[config.mk]
export PLATFORM = sky130hd
export DESIGN_NAME = clip_sequencer
export DESIGN_NICKNAME = d
export VERILOG_FILES = /design/src/rtl/clip_seq_pkg.sv /design/src/rtl/clip_addr_rom.sv /design/src/rtl/clip_sequencer.sv
export SDC_FILE = /design/constraint.sdc
export NUM_CORES = 1
export LEC_CHECK = 0
export CAP_MARGIN = 20
export CORE_AREA = 2 2 110 102
export DETAILED_ROUTE_END_ITERATION = 12
export DIE_AREA = 0 0 112 104
export PLACE_DENSITY_LB_ADDON = 0.1
export SLEW_MARGIN = 20
export SYNTH_ARGS = -nofsm -noshare
export SYNTH_HDL_FRONTEND = slang
export SYNTH_HIERARCHICAL = 1
export SYNTH_SLANG_ARGS = --single-unit
[constraint.sdc]
create_clock -name clk -period 3.55 [get_ports clk]
set_input_delay 0.8875 -clock clk [delete_from_list [all_inputs] [get_ports clk]]
set_output_delay 0.8875 -clock clk [all_outputs]
set_load 0.02 [all_outputs]
[src/rtl/clip_seq_pkg.sv]
//------------------------------------------------------------------------------
// Module      : clip_seq_pkg
// Description : Shared types and constants for the clip sequencer. It holds
//               the clip-ID names, the clip address range struct, the flash
//               address table and the sequencer state encoding.
// Options     : none (CLIP_SEQ_STATS_EN is consumed by clip_sequencer)
// Revision    : 1.0 - initial release
//------------------------------------------------------------------------------
`default_nettype none

package clip_seq_pkg;

    // Spoken clip identifiers as issued by the calculator front end
    localparam int CLIP_ZERO   = 0;
    localparam int CLIP_ONE    = 1;
    localparam int CLIP_TWO    = 2;
    localparam int CLIP_THREE  = 3;
    localparam int CLIP_FOUR   = 4;
    localparam int CLIP_FIVE   = 5;
    localparam int CLIP_SIX    = 6;
    localparam int CLIP_SEVEN  = 7;
    localparam int CLIP_EIGHT  = 8;
    localparam int CLIP_NINE   = 9;
    localparam int CLIP_PLUS   = 10;
    localparam int CLIP_MINUS  = 11;
    localparam int CLIP_TIMES  = 12;
    localparam int CLIP_DIVIDE = 13;
    localparam int CLIP_EQUALS = 14;
    localparam int CLIP_POINT  = 15;

    // Number of IDs that own a real recording; every other ID is silent
    localparam int NUM_CLIPS = 16;

    // One-sample silent clip used for unknown or unused IDs
    localparam logic [23:0] SILENCE_ADDR = 24'h3FF000;

    // Byte range of one clip in flash (first and last sample address)
    typedef struct packed {
        logic [23:0] start_addr;
        logic [23:0] end_addr;
    } clip_range_t;

    // Flash layout, entry n is {start, end} of clip ID n
    localparam logic [47:0] CLIP_TABLE [NUM_CLIPS] = '{
        48'h010000_016FFF,
        48'h018000_01D3FF,
        48'h020000_025FFF,
        48'h028000_02E7FF,
        48'h030000_0363FF,
        48'h038000_03DFFF,
        48'h040000_046BFF,
        48'h048000_04D7FF,
        48'h050000_0563FF,
        48'h058000_05DFFF,
        48'h060000_064FFF,
        48'h068000_06CBFF,
        48'h070000_075FFF,
        48'h078000_07D3FF,
        48'h080000_0867FF,
        48'h088000_08BFFF
    };

    // Sequencer state encoding
    typedef enum logic [2:0] {
        ST_IDLE  = 3'd0,
        ST_LOAD  = 3'd1,
        ST_START = 3'd2,
        ST_PLAY  = 3'd3,
        ST_GAP   = 3'd4
    } seq_state_t;

endpackage

`default_nettype wire

[src/rtl/clip_addr_rom.sv]
//------------------------------------------------------------------------------
// Module      : clip_addr_rom
// Description : Combinational clip-ID to flash address range lookup. IDs
//               without a recording return the silent one-sample clip.
// Options     : none
// Revision    : 1.0 - initial release
//------------------------------------------------------------------------------
`default_nettype none

module clip_addr_rom
    import clip_seq_pkg::*;
#(
    parameter int ID_W = 5
) (
    input  logic [ID_W-1:0] id_i,
    output clip_range_t     range_o
);

    localparam int IDX_W = $clog2(NUM_CLIPS);

    logic [IDX_W-1:0] w_idx;

    // Table lookup, falling back to silence outside the recorded range
    always_comb begin
        w_idx   = IDX_W'(id_i);
        range_o = '{start_addr: SILENCE_ADDR, end_addr: SILENCE_ADDR};
        if (32'(id_i) < NUM_CLIPS) begin
            range_o = clip_range_t'(CLIP_TABLE[w_idx]);
        end
    end

endmodule

`default_nettype wire

[src/rtl/clip_sequencer.sv]
//------------------------------------------------------------------------------
// Module      : clip_sequencer
// Description : Queues spoken clip IDs and plays them back-to-back through
//               the audio playback controller, with a silent gap between
//               clips.
// Options     : CLIP_SEQ_STATS_EN adds clips_played_o and max_depth_o
// Revision    : 1.0 - initial release
//------------------------------------------------------------------------------
`default_nettype none

module clip_sequencer
    import clip_seq_pkg::*;
#(
    parameter int DEPTH      = 8,
    parameter int ID_W       = 5,
    parameter int GAP_CYCLES = 2_500_000
) (
    input  logic                     clk,
    input  logic                     reset,
    input  logic                     push_i,
    input  logic [ID_W-1:0]          push_id_i,
    input  logic                     flush_i,
    output logic                     full_o,
    output logic                     empty_o,
    output logic                     overflow_o,
    output logic                     busy_o,
    output logic                     play_start_o,
    input  logic                     play_finish_i,
    output logic [23:0]              start_address_o,
    output logic [23:0]              end_address_o
`ifdef CLIP_SEQ_STATS_EN
    ,
    output logic [15:0]              clips_played_o,
    output logic [$clog2(DEPTH):0]   max_depth_o
`endif
);

    localparam int PTR_W = $clog2(DEPTH);
    localparam int CNT_W = PTR_W + 1;
    localparam int GAP_W = (GAP_CYCLES > 1) ? $clog2(GAP_CYCLES) : 1;
    // The counter runs GAP_CYCLES-1 down to 0, so GAP lasts GAP_CYCLES cycles
    localparam logic [GAP_W-1:0] GAP_LOAD = (GAP_CYCLES > 0) ? GAP_W'(GAP_CYCLES - 1) : '0;

    logic [ID_W-1:0]  fifo_mem_q [DEPTH];
    logic [PTR_W-1:0] wr_ptr_q;
    logic [PTR_W-1:0] rd_ptr_q;
    logic [CNT_W-1:0] count_q;
    logic             overflow_q;

    seq_state_t       state_q;
    seq_state_t       state_d;
    logic [GAP_W-1:0] gap_cnt_q;
    logic [GAP_W-1:0] gap_cnt_d;
    logic [23:0]      start_addr_q;
    logic [23:0]      end_addr_q;

    logic             w_full;
    logic             w_empty;
    logic             w_pop;
    logic             w_push_ok;
    logic             w_drop;
    logic             w_load;
    clip_range_t      w_head_range;

    assign w_full  = (count_q == CNT_W'(DEPTH));
    assign w_empty = (count_q == '0);

    // A flush wins over both a coincident push and a coincident pop
    assign w_pop     = w_load && !flush_i;
    assign w_push_ok = push_i && !flush_i && (!w_full || w_pop);
    assign w_drop    = push_i && !flush_i && w_full && !w_pop;

    // FIFO storage; contents need no reset because count gates every read
    always_ff @(posedge clk) begin
        if (w_push_ok) begin
            fifo_mem_q[wr_ptr_q] <= push_id_i;
        end
    end

    // FIFO pointers and occupancy count
    always_ff @(posedge clk or posedge reset) begin
        if (reset) begin
            wr_ptr_q <= '0;
            rd_ptr_q <= '0;
            count_q  <= '0;
        end else if (flush_i) begin
            wr_ptr_q <= '0;
            rd_ptr_q <= '0;
            count_q  <= '0;
        end else begin
            if (w_push_ok) begin
                wr_ptr_q <= wr_ptr_q + PTR_W'(1);
            end
            if (w_pop) begin
                rd_ptr_q <= rd_ptr_q + PTR_W'(1);
            end
            case ({w_push_ok, w_pop})
                2'b10:   count_q <= count_q + CNT_W'(1);
                2'b01:   count_q <= count_q - CNT_W'(1);
                default: count_q <= count_q;
            endcase
        end
    end

    // Sticky record of any dropped push
    always_ff @(posedge clk or posedge reset) begin
        if (reset) begin
            overflow_q <= 1'b0;
        end else if (w_drop) begin
            overflow_q <= 1'b1;
        end
    end

    clip_addr_rom #(
        .ID_W    (ID_W)
    ) u_rom (
        .id_i    (fifo_mem_q[rd_ptr_q]),
        .range_o (w_head_range)
    );

    // Sequencer state and gap counter registers
    always_ff @(posedge clk or posedge reset) begin
        if (reset) begin
            state_q   <= ST_IDLE;
            gap_cnt_q <= '0;
        end else begin
            state_q   <= state_d;
            gap_cnt_q <= gap_cnt_d;
        end
    end

    // Next-state logic; a LOAD that finds the FIFO flushed backs out to IDLE
    always_comb begin
        state_d   = state_q;
        gap_cnt_d = gap_cnt_q;
        w_load    = 1'b0;
        case (state_q)
            ST_IDLE: begin
                if (!w_empty) begin
                    state_d = ST_LOAD;
                end
            end
            ST_LOAD: begin
                if (!w_empty) begin
                    w_load  = 1'b1;
                    state_d = ST_START;
                end else begin
                    state_d = ST_IDLE;
                end
            end
            ST_START: begin
                if (!play_finish_i) begin
                    state_d = ST_PLAY;
                end
            end
            ST_PLAY: begin
                if (play_finish_i) begin
                    if (GAP_CYCLES == 0) begin
                        state_d = ST_IDLE;
                    end else begin
                        gap_cnt_d = GAP_LOAD;
                        state_d   = ST_GAP;
                    end
                end
            end
            ST_GAP: begin
                if (gap_cnt_q == '0) begin
                    state_d = ST_IDLE;
                end else begin
                    gap_cnt_d = gap_cnt_q - GAP_W'(1);
                end
            end
            default: begin
                state_d = ST_IDLE;
            end
        endcase
    end

    // Clip addresses, captured at LOAD and held until the next LOAD
    always_ff @(posedge clk or posedge reset) begin
        if (reset) begin
            start_addr_q <= '0;
            end_addr_q   <= '0;
        end else if (w_load) begin
            start_addr_q <= w_head_range.start_addr;
            end_addr_q   <= w_head_range.end_addr;
        end
    end

    assign full_o          = w_full;
    assign empty_o         = w_empty;
    assign overflow_o      = overflow_q;
    assign busy_o          = (state_q != ST_IDLE);
    // Decoded from state so a reset drops it without waiting for a clock
    assign play_start_o    = (state_q == ST_START);
    assign start_address_o = start_addr_q;
    assign end_address_o   = end_addr_q;

`ifdef CLIP_SEQ_STATS_EN
    logic [15:0]      clips_played_q;
    logic [CNT_W-1:0] max_depth_q;

    // Completed-clip counter (saturating) and FIFO high-water mark
    always_ff @(posedge clk or posedge reset) begin
        if (reset) begin
            clips_played_q <= '0;
            max_depth_q    <= '0;
        end else begin
            if ((state_q == ST_PLAY) && play_finish_i && (clips_played_q != 16'hFFFF)) begin
                clips_played_q <= clips_played_q + 16'd1;
            end
            if (count_q > max_depth_q) begin
                max_depth_q <= count_q;
            end
        end
    end

    assign clips_played_o = clips_played_q;
    assign max_depth_o    = max_depth_q;
`endif

endmodule

`default_nettype wire

**Word-level counts from Yosys, hierarchy flattened**

Memory sizes are Yosys's and may differ from the RTL's.
Cells that the tools add are included.

- Bits in registers: 84
- Bits in writable memories: 40
- Memory bits (read-only): 768
- Input bits: 10
- Output and inout bits: 53
- Logic and storage cells: 71
- Memories kept: 2

- $add $sub $neg: 5
- Magnitude comparators: 2
- Equality and inequality tests: 12
- Mux-type cells: 22
- Bitwise logic cells: 1
- Reduce and logical (&&, ||, !) cells: 19

Memories:

| memory | depth | bits a word | read ports | clocked after memory_dff | wr ports | line | text |
|---|---|---|---|---|---|---|---|
| (name not given) | 16 | 48 | 1 | 0 | 0 | clip_addr_rom.sv:28 | `range_o = clip_range_t'(CLIP_TABLE[w_idx]);` |
| fifo_mem_q | 8 | 5 | 1 | 0 | 1 | clip_sequencer.sv:44 | `logic [ID_W-1:0] fifo_mem_q [DEPTH];` |

Operators with widths:

| kind | number |
|---|---|
| $mux W48 | 3 |
| $mux W22 | 2 |
| $pmux W22 S2 | 1 |
| $mux W3 | 8 |
| $logic_not A22 Y1 | 1 |
| $sub A22 B1 Y22 const B | 1 |
| $pmux W3 S5 | 1 |
| $ne A2 B2 Y1 const B | 5 |
| $pmux W4 S2 | 1 |
| $add A3 B1 Y3 const B | 2 |
| $eq A3 B2 Y1 const B | 2 |
| $reduce_bool A2 Y1 | 3 |
| $reduce_bool A3 Y1 | 2 |
| $ge A5 B5 Y1 const B | 1 |
| $logic_and A1 B1 Y1 | 5 |
| $lt A5 B5 Y1 const B | 1 |
| $not A4 Y5 | 1 |
| $add A4 B1 Y4 const B | 1 |
| $eq A4 B4 Y1 const B | 1 |
| $logic_not A4 Y1 | 1 |
| $mux W1 | 4 |
| $mux W4 | 1 |
| $reduce_and A4 Y1 | 1 |
| $sub A4 B1 Y4 const B | 1 |
| 9 further kinds | 11 |

**Logic depth before layout (Yosys ltp)**

Gate-level depths: netlist of run 1.

- Depth after elaboration: 9
- Depth in mapped cells: 10
- Depth with buffers taken out: 9

**Modules after synthesis**

Netlist of run 1, hierarchy kept.

By module, submodules not included:

| module | times used | cells an instance | area an instance (um^2) | sequential area each (um^2) |
|---|---|---|---|---|
| clip_sequencer | 1 | 486 | 5,367.6 | 3,303.2 |
| clip_addr_rom | 1 | 79 | 579.3 | 0.0 |

**Least setup slack after synthesis of run 1**

Ideal clock, no wire load.

- Path kind: reg-to-reg
- Start point: register rd_ptr_q[0]
- End point: register end_addr_q[12], in the netlist end_address_o[12]
- Library setup time: 0.117 ns
- Arrival: 2.675 ns
- Data required time: 3.433 ns
- Slack: 0.759 ns
- Stages on the path, launching flop included: 11
- Path buffers: 1
- Period minus slack after synthesis: 2.791 ns
- Cells stage by stage: dfrtp_1 -> buf_1 -> mux4_2 -> mux2_2 -> inv_1 -> ha_1 -> mux2i_1 -> nor2_1 -> a211o_1 -> nand2_1 -> nand2_1

RTL lines:

| what | line | text |
|---|---|---|
| from (decl) | clip_sequencer.sv:46 | `logic [PTR_W-1:0] rd_ptr_q;` |
| from (signal assigned) | clip_sequencer.sv:95 | `rd_ptr_q <= rd_ptr_q + PTR_W'(1);` |
| to (signal assigned) | clip_sequencer.sv:186 | `end_addr_q <= w_head_range.end_addr;` |
| to (decl) | clip_sequencer.sv:55 | `logic [23:0] end_addr_q;` |

**Worst setup path in the final report of run 1**

- Start point: register count_q[1]
- End point: output port empty_o

- Word-level cells in the longest chain between the ends: 1

RTL lines:

| what | line | text |
|---|---|---|
| from (decl) | clip_sequencer.sv:47 | `logic [CNT_W-1:0] count_q;` |
| from (signal assigned) | clip_sequencer.sv:98 | `2'b10: count_q <= count_q + CNT_W'(1);` |
| from (signal assigned) | clip_sequencer.sv:99 | `2'b01: count_q <= count_q - CNT_W'(1);` |
| from (signal assigned) | clip_sequencer.sv:100 | `default: count_q <= count_q;` |
| $logic_not A4 Y1 | clip_sequencer.sv:66 | `assign w_empty = (count_q == '0);` |
| to (decl) | clip_sequencer.sv:24 | `output logic empty_o,` |

Every way passes these cells.

==> out/metrics.yaml, run 1 <==
synth:
  netlist_area_sq_mm: 0.005947
  synth_edf_count: 40
  yosysSeqAreaShare: 0.5554
  synth-main-ff-cell: "dfrtp_1"
  synthCells: 565
  yosys_warnings: 6
  synth.avg_cell_area_sq_um: 10.53
  yosysUniqueCellTypes: 56
  async_reset_ff_frac: 0.6774
  synth-seq-cells: 124
power:
  power_frac_comb: 0.347
  p_per_area_mw_per_mm2: 820.0
  power_frac_seq: 0.371
  p_int_mw: 3.765
  leakage_nw: 3.004
  clockPowerShare: 0.282
  p_sw_frac: 0.3495
  power.switching_mw: 2.023
  ir_drop_v: 0.0005308
routing:
  post_drt_wl_per_cell_um: 14.41
  first_pass_iters: 7
  drtIter0Drc: 209
  num_vias: 3987
  wl_um: 10910
  avgViaCountPerCell: 5.267
  drc: 0
  ant_nets: 0
clocking:
  cts_buffers: 17
  clk_latency_ps: 420
  cts_sinks: 124
  cts_resized: 0
  clockRootBuffer: "clkbuf_16"
  cts_tree: "done"
  htreeDepth: 4
  clk_pin_slew_ps: 50
  cts_setup_buffers: 0
  cts_buffer_depth: 2
  hold_buffers: 0
placed_design:
  place.gp.congestion: 0.8251
  placed_cells: 725
  dp_slack_ps: 451.1
  dp_hpwl_um: 7210
  port_buffers: 62
timing:
  timing.final.ws_setup_ps: 402.1
  timing.final.max_slew_violations: 0
  period_share: 0.8867
  tns_ps: 0
  hold_violations: 0
  tightest_slew_ps: 606.0
  rsz0062_at_grt: "false"
  max_freq_ghz: 0.3177
  slew_headroom: 0.5955
  setup_viol: 0
  layout_min_cycle_time_ps: 3148
  skew_ps: 4.306
grt:
  grt.total_usage: 0.1997
  antenna_found_initial: 0
  grt_max_degree: 54
  grt_pass1_vias: 3777
  grt_pass1_wl_um: 18390
  overflow: 0
finish:
  final_common_cell: "nand2_1"
  finalNetCount: 634
  final_cell_mix: "nand2_1, dfrtp_1, clkdlybuf4s50_1, edfxtp_1, nor2_1"
  fin_cells: 757
  n_antenna_cell: 0
  drive_gt1_frac: 0.1106
  syn_to_final_growth_pct: 18.68
floorplan:
  core_sq_mm: 0.01054
  dieArea_sq_mm: 0.01165
  io_pins: 63
  rows: 36
  dieWidth_um: 112
  initial_core_util: 0.5642
  die_height_um: 104
worst_setup_path:
  critPathCaptureType: "output port"
  crit_type: "flip-flop to output port"
  worstPathRequired_ps: 2660
  cp-start-kind: "flip-flop"
  crit_fanout: 8
  arrival_ps: 2260
worst_hold_path:
  hold_class: "flip-flop to flip-flop"
job:
  maxCapViolCount: 0
status:
  outcome: "finished clean"
path summary, 6_finish.rpt:
| path | from | endpoint | slack [ps] | depth (start not counted) |
|---|---|---|---|---|
| worst max-delay path | count_q[1] | empty_o | 400 | 3 |
| worst min-delay path | end_address_o[13] | end_address_o[13] | 470 | 2 |
| worst max register to register | state_q[0] | count_q[3] | 850 | 8 |
| worst min register to register | end_address_o[13] | end_address_o[13] | 470 | 2 |
| max in group asynchronous | reset | start_address_o[6] | 1950 | 3 |
| min in group asynchronous | reset | end_address_o[3] | 850 | 2 |
power by group through the flow:
stage	logic [mW]	clock network [mW]	registers, mW
after floorplan	1.03	0	2.43
after global placement	1.97	0	2.15
after detailed placement	2.02	0	2.17
after CTS	2.03	1.66	2.15
after global routing	2.20	1.72	2.20
final	2.01	1.63	2.15
registers in the layout (all words and copies together) (netlist names):
| name | flops |
|---|---|
| end_address_o | 24 |
| fifo_mem_q | 40 |
| state_q | 3 |
| overflow_o | 1 |
| wr_ptr_q | 3 |
| start_address_o | 24 |
| rd_ptr_q | 3 |
| count_q | 4 |
| gap_cnt_q | 22 |
layer usage:
metal / track usage / vias to the layer above / wire length, um
li1: - / 1973 / -
met1: 0.2719 / 1924 / 5093
met2: 0.3039 / 80 / 5165
met3: 0.05653 / 10 / 488
met4: 0.08449 / 0 / 159
met5: 0 / - / 0
worst max-delay path, stage by stage, from the launching register on:
cell and delay [ps]:
dfrtp_1 460, or4_1 640, clkinv_2 140, clkdlybuf4s50_1 610
metrics by stage:
step / power, mW / instance area [sq um] / hold slack (ps) / utilization
finish: 5.788 / 7058 / 473.4 / 0.6696
global route: 6.130 / 7058 / 501.5 / 0.6696
CTS: 5.843 / 7058 / 476.3 / 0.6696
detailed placement: 4.193 / 6485 / 462.4 / 0.6153
global placement: 4.128 / 6485 / 458.4 / 0.6153
floorplan: 3.456 / 6003 / 468.0 / -
cells by family after synthesis:
kind of cell | count (synthesis) | synth area share
flip-flops | 124 | 0.5554
adder cells (fa/ha/maj) | 13 | 0.02735
AND/OR/NAND/NOR | 274 | 0.2129
other | 1 | 0.0006306
buffers and inverters | 71 | 0.07258
XOR/XNOR | 18 | 0.02651
AO/OA/AOI/OAI | 41 | 0.04356
multiplexers | 23 | 0.06101
final cells by class:
| cell class | count | area (sq um) |
|---|---|---|
| clock buffers | 19 | 452.9 |
| clock inverters | 13 | 120.1 |
| fillers | 812 | 3482 |
| well taps | 133 | 166.4 |
| multi-input cells | 385 | 2272 |
| repair buffers | 73 | 703.2 |
| flip-flops and latches | 124 | 3303 |
| inverters | 10 | 40.04 |
synth_stat cells (2+ instances only):
library cell,number,area share
nand2_1,168,0.11
buf_1,6,0.0038
and2_1,2,0.0021
nor4_1,3,0.0032
mux2i_1,7,0.012
nor3b_1,3,0.0038
nor4b_1,2,0.0029
buf_4,38,0.048
nand2b_1,6,0.0063
or4b_1,2,0.0034
o21ai_0,8,0.0067
clkbuf_1,10,0.0063
nor3_1,6,0.0050
or3_1,10,0.011
or4_1,8,0.010
mux2_2,6,0.011
a21oi_1,14,0.012
nor2b_1,3,0.0032
mux4_2,10,0.038
nand3_1,10,0.0084
buf_2,5,0.0042
inv_1,9,0.0057
buf_6,2,0.0038
xor2_1,12,0.018
nor2_1,35,0.022
nand4_1,3,0.0032
ha_1,13,0.027
dfrtp_1,84,0.35
edfxtp_1,40,0.20
xnor2_1,6,0.0088
o31ai_1,7,0.0088
a211o_1,2,0.0029
nand3b_1,2,0.0025
(Power assumes the default switching activity.)
==> run 2, diff against run 1 <==
--- a/config.mk
+++ b/config.mk
@@ -5,10 +5,11 @@
 export SDC_FILE = /design/constraint.sdc
 export NUM_CORES = 1
 export LEC_CHECK = 0
+export ABC_AREA = 1
 export CAP_MARGIN = 20
-export CORE_AREA = 2 2 110 102
+export CORE_AREA = 2 2 113 104
 export DETAILED_ROUTE_END_ITERATION = 12
-export DIE_AREA = 0 0 112 104
+export DIE_AREA = 0 0 115 106
 export PLACE_DENSITY_LB_ADDON = 0.1
 export SLEW_MARGIN = 20
 export SYNTH_ARGS = -nofsm -noshare
==> run 2 against run 1 <==
Effect of this change: global-route usage rose by 2.3 points; clock power fell by 4%; fmax rose by 9.1%; register-to-register slack got worse by 180 ps; hold slack improved by 2.2 ps; critical path type is now flip-flop to flip-flop.
==> out/metrics.yaml, run 2 <==
worst_setup_path:
  reg2reg_to: "end_address_o[10]"  # was count_q[3]
  cp-start-kind: "flip-flop"  # unchanged
  critPathCaptureType: "flip-flop"  # was output port
  arrival_ps: 3180  # was 2260 ps
  crit_fanout: 20  # was 8
  cp_common_cell: "nand2_1"
  cpMaxStageDelayCell: "a31oi_1"  # was or4_1
  path_cells: "inv_1 -> o21ai_0 -> o22ai_1 -> nor2_1 -> a31oi_1 -> inv_1 -> ha_1 -> nor2_2 -> nand2_1 -> nand3_1 -> nor2_1 -> nand2_1 -> nand2_1"  # was or4_1 -> clkinv_2 -> clkdlybuf4s50_1
  rrSetupSlack_ps: 670  # was 850 ps
  crit_type: "flip-flop to flip-flop"  # was flip-flop to output port
  worstPathRequired_ps: 3850  # was 2660 ps
  max_stage_delay_ps: 490  # was 640 ps
  ff2ff_path_depth: 13  # was 8
  reg2reg_from: "rd_ptr_q[0]"  # was state_q[0]
grt:
  grt.met1_usage: 0.3204  # was 0.2719
  gr-usage-met3: 0.06043  # was 0.05653
  use_met2: 0.3319  # was 0.3039
  grt_pass1_vias: 4363  # was 3,777
  overflow: 0  # unchanged
  top_usage_layer: "met2"  # unchanged
  grt_pass1_wl_um: 21130  # was 18,390 um
  grt_max_degree: 58  # was 54
  grt.total_usage: 0.2228  # was 0.1997
  antenna_found_initial: 0  # unchanged
timing:
  timing.final.ws_setup_ps: 665.7  # was 402.1 ps
  slew_headroom: 0.3424  # was 0.5955
  tightest_slew_ps: 981.8  # was 606.0 ps
  setup_viol: 0  # unchanged
  timing.final.max_slew_violations: 0  # unchanged
  period_share: 0.8125  # was 0.8867
  layout_min_cycle_time_ps: 2884  # was 3148 ps
  hold_violations: 0  # unchanged
  max_freq_ghz: 0.3467  # was 0.3177 GHz
  rsz0062_at_grt: "false"  # unchanged
  whs_ps: 475.6  # was 473.4 ps
  skew_ps: 7.026  # was 4.306 ps
  tns_ps: 0  # unchanged
routing:
  wl_um: 12430  # was 10,910 um
  ant_nets: 0  # unchanged
  drtIter0Drc: 475  # was 209
  num_vias: 4682  # was 3,987
  avgViaCountPerCell: 5.051  # was 5.267
  first_pass_iters: 6  # was 7
  drc: 0  # unchanged
  post_drt_wl_per_cell_um: 13.41  # was 14.41 um
clocking:
  clockRootBuffer: "clkbuf_16"  # unchanged
  cts_resized: 0  # unchanged
  clk_pin_slew_ps: 50  # about the same
  cts_setup_buffers: 0  # unchanged
  cts_buffer_depth: 2  # unchanged
  hold_buffers: 0  # unchanged
  clk_latency_ps: 410  # was 420 ps
  htreeDepth: 4  # unchanged
  cts_sinks: 124  # unchanged
  cts_tree: "done"  # unchanged
  cts_buffers: 17  # unchanged
power:
  leakage_nw: 3.370  # was 3.004 nW
  power_frac_comb: 0.366  # was 0.347
  p_int_mw: 3.655  # was 3.765 mW
  p_total_mw: 5.770  # was 5.788 mW
  clockPowerShare: 0.271  # was 0.282
  ir_drop_v: 0.0002875  # was 0.0005308 V
  power_frac_seq: 0.364  # was 0.371
  p_per_area_mw_per_mm2: 797.0  # was 820.0 mW/mm^2
  p_sw_frac: 0.3665  # was 0.3495
  power.switching_mw: 2.115  # was 2.023 mW
floorplan:
  initial_core_util: 0.5591  # was 0.5642
  core_sq_mm: 0.01111  # was 0.01054 sq mm
  die_height_um: 106  # was 104 um
  io_pins: 63  # unchanged
  dieArea_sq_mm: 0.01219  # was 0.01165 sq mm
  rows: 37  # was 36
  dieWidth_um: 115  # was 112 um
worst_hold_path:
  holdPathEnd: "start_address_o[7]"  # was end_address_o[13]
  hold_class: "flip-flop to flip-flop"  # unchanged
  holdPathStages: 2  # unchanged
  hold_start: "start_address_o[7]"  # was end_address_o[13]
synth:
  synth.most_common_cell: "nand2_1"  # unchanged
  synth-seq-cells: 124  # unchanged
  ys_top_cells_by_area: "dfrtp_1, edfxtp_1, nand2_1, nor2_1, buf_4"  # was dfrtp_1, edfxtp_1, nand2_1, buf_4, mux4_2
  synth-main-ff-cell: "dfrtp_1"  # unchanged
  yosysSeqAreaShare: 0.5317  # was 0.5554
  yosys_warnings: 6  # unchanged
  synth.avg_cell_area_sq_um: 8.418  # was 10.53 sq um
  netlist_area_sq_mm: 0.006212  # was 0.005947 sq mm
  synth_edf_count: 40  # unchanged
  yosysUniqueCellTypes: 38  # was 56
  yosys-top-cells-count: "nand2_1, nor2_1, dfrtp_1, o21ai_0"  # was nand2_1, dfrtp_1, edfxtp_1, buf_4, nor2_1
  synthCells: 738  # was 565
  yosysTopAreaCellShare: 0.3384  # was 0.3535
  yosysTopAreaCell: "dfrtp_1"  # unchanged
  async_reset_ff_frac: 0.6774  # unchanged
finish:
  drive_gt1_frac: 0.07080  # was 0.1106
  num-fill-cells: 923  # was 812
  final_area_sq_mm: 0.007239  # was 0.007058 sq mm
  finalNetCount: 801  # was 634
  largest_reg_flops: 40  # unchanged
  final_common_cell: "nand2_1"  # unchanged
  n_antenna_cell: 0  # unchanged
  syn_to_final_growth_pct: 16.54  # was 18.68%
  final_cell_mix: "nand2_1, nor2_1, dfrtp_1, clkdlybuf4s50_1, o21ai_0"  # was nand2_1, dfrtp_1, clkdlybuf4s50_1, edfxtp_1, nor2_1
  top_register: "fifo_mem_q"  # unchanged
placed_design:
  place.gp.congestion: 0.9111  # was 0.8251
  place_area_sq_mm: 0.006706  # was 0.006485 sq mm
  port_buffers: 62  # unchanged
  dp_slack_ps: 556.0  # was 451.1 ps
  dp_hpwl_um: 8567  # was 7210 um
job:
  maxCapViolCount: 0  # unchanged
status:
  outcome: "finished clean"  # unchanged
## run 2: cell count changes after synthesis, moves of 7 or more
cell	before	now
nand2_1	168	265
nor2_1	35	99
o21ai_0	8	43
inv_1	9	40
nand3_1	10	23
mux4_2	10	0
or3_1	10	0
a21oi_1	14	5
or4_1	8	0
mux2i_1	7	0
## run 2: area by class of cell
| class | count | area [sq um] | share of cell area |
|---|---|---|---|
| Timing Repair Buffer | 67 | 670.6 | 0.09264 |
| Sequential cell | 124 | 3303 | 0.4563 |
| Inverter | 46 | 173.9 | 0.02402 |
| Multi-Input combinational cell | 522 | 2389 | 0.3299 |
| Tap cell | 136 | 170.2 | 0.02350 |
| Clock buffer | 18 | 429.2 | 0.05928 |
| Clock inverter | 14 | 103.9 | 0.01435 |
## run 2: per-layer routing
metal	wire length, um	share of wire
met1	6189	0.50
met2	5576	0.45
met3	569	0.046
met4	95	0.0076
met5	0	0
## run 2: how the worst max path moves through the flow
stage                start                 to  slack [ps]  cells past startpoint
2_1_floorplan        reset         count_q[0]         500                      1
3_3_place_gp       flush_i         count_q[2]         640                     12
3_5_place_dp       flush_i         count_q[2]         560                     12
4_1_cts        rd_ptr_q[0]  end_address_o[10]         690                     13
5_1_grt        rd_ptr_q[0]  end_address_o[10]         310                     13
6_report       rd_ptr_q[0]  end_address_o[10]         670                     13
## run 2: kinds of logic after synthesis
group	count (synthesis)	share of synthesized area
buffers and inverters	107	0.09285
XOR/XNOR	18	0.02538
adder cells (fa/ha/maj)	13	0.02618
other	1	0.0006037
AO/OA/AOI/OAI	69	0.06324
flip-flops	124	0.5317
AND/OR/NAND/NOR	406	0.2600
## run 2: metrics by stage
step,cells,utilization
final,927,0.6516
after floorplan,753,-
after global routing,927,0.6516
after detailed placement,895,0.6036
after CTS,927,0.6516
after global placement,895,0.6036
## run 2: power groups by stage
stage | clock network, mW | registers, mW | logic, mW
after floorplan | 0 | 2.40 | 1.11
after global placement | 0 | 2.11 | 2.07
after detailed placement | 0 | 2.12 | 2.11
after CTS | 1.59 | 2.10 | 2.12
after global routing | 1.65 | 2.15 | 2.35
final | 1.56 | 2.10 | 2.11
## run 2: worst max-delay path, delay by kind of cell (launching register included)
family                   cells  cell delay, ps
AO/OA/AOI/OAI                3             760
flip-flops                   1             480
buffers and inverters        2             630
adder cells (fa/ha/maj)      1             380
AND/OR/NAND/NOR              7             510
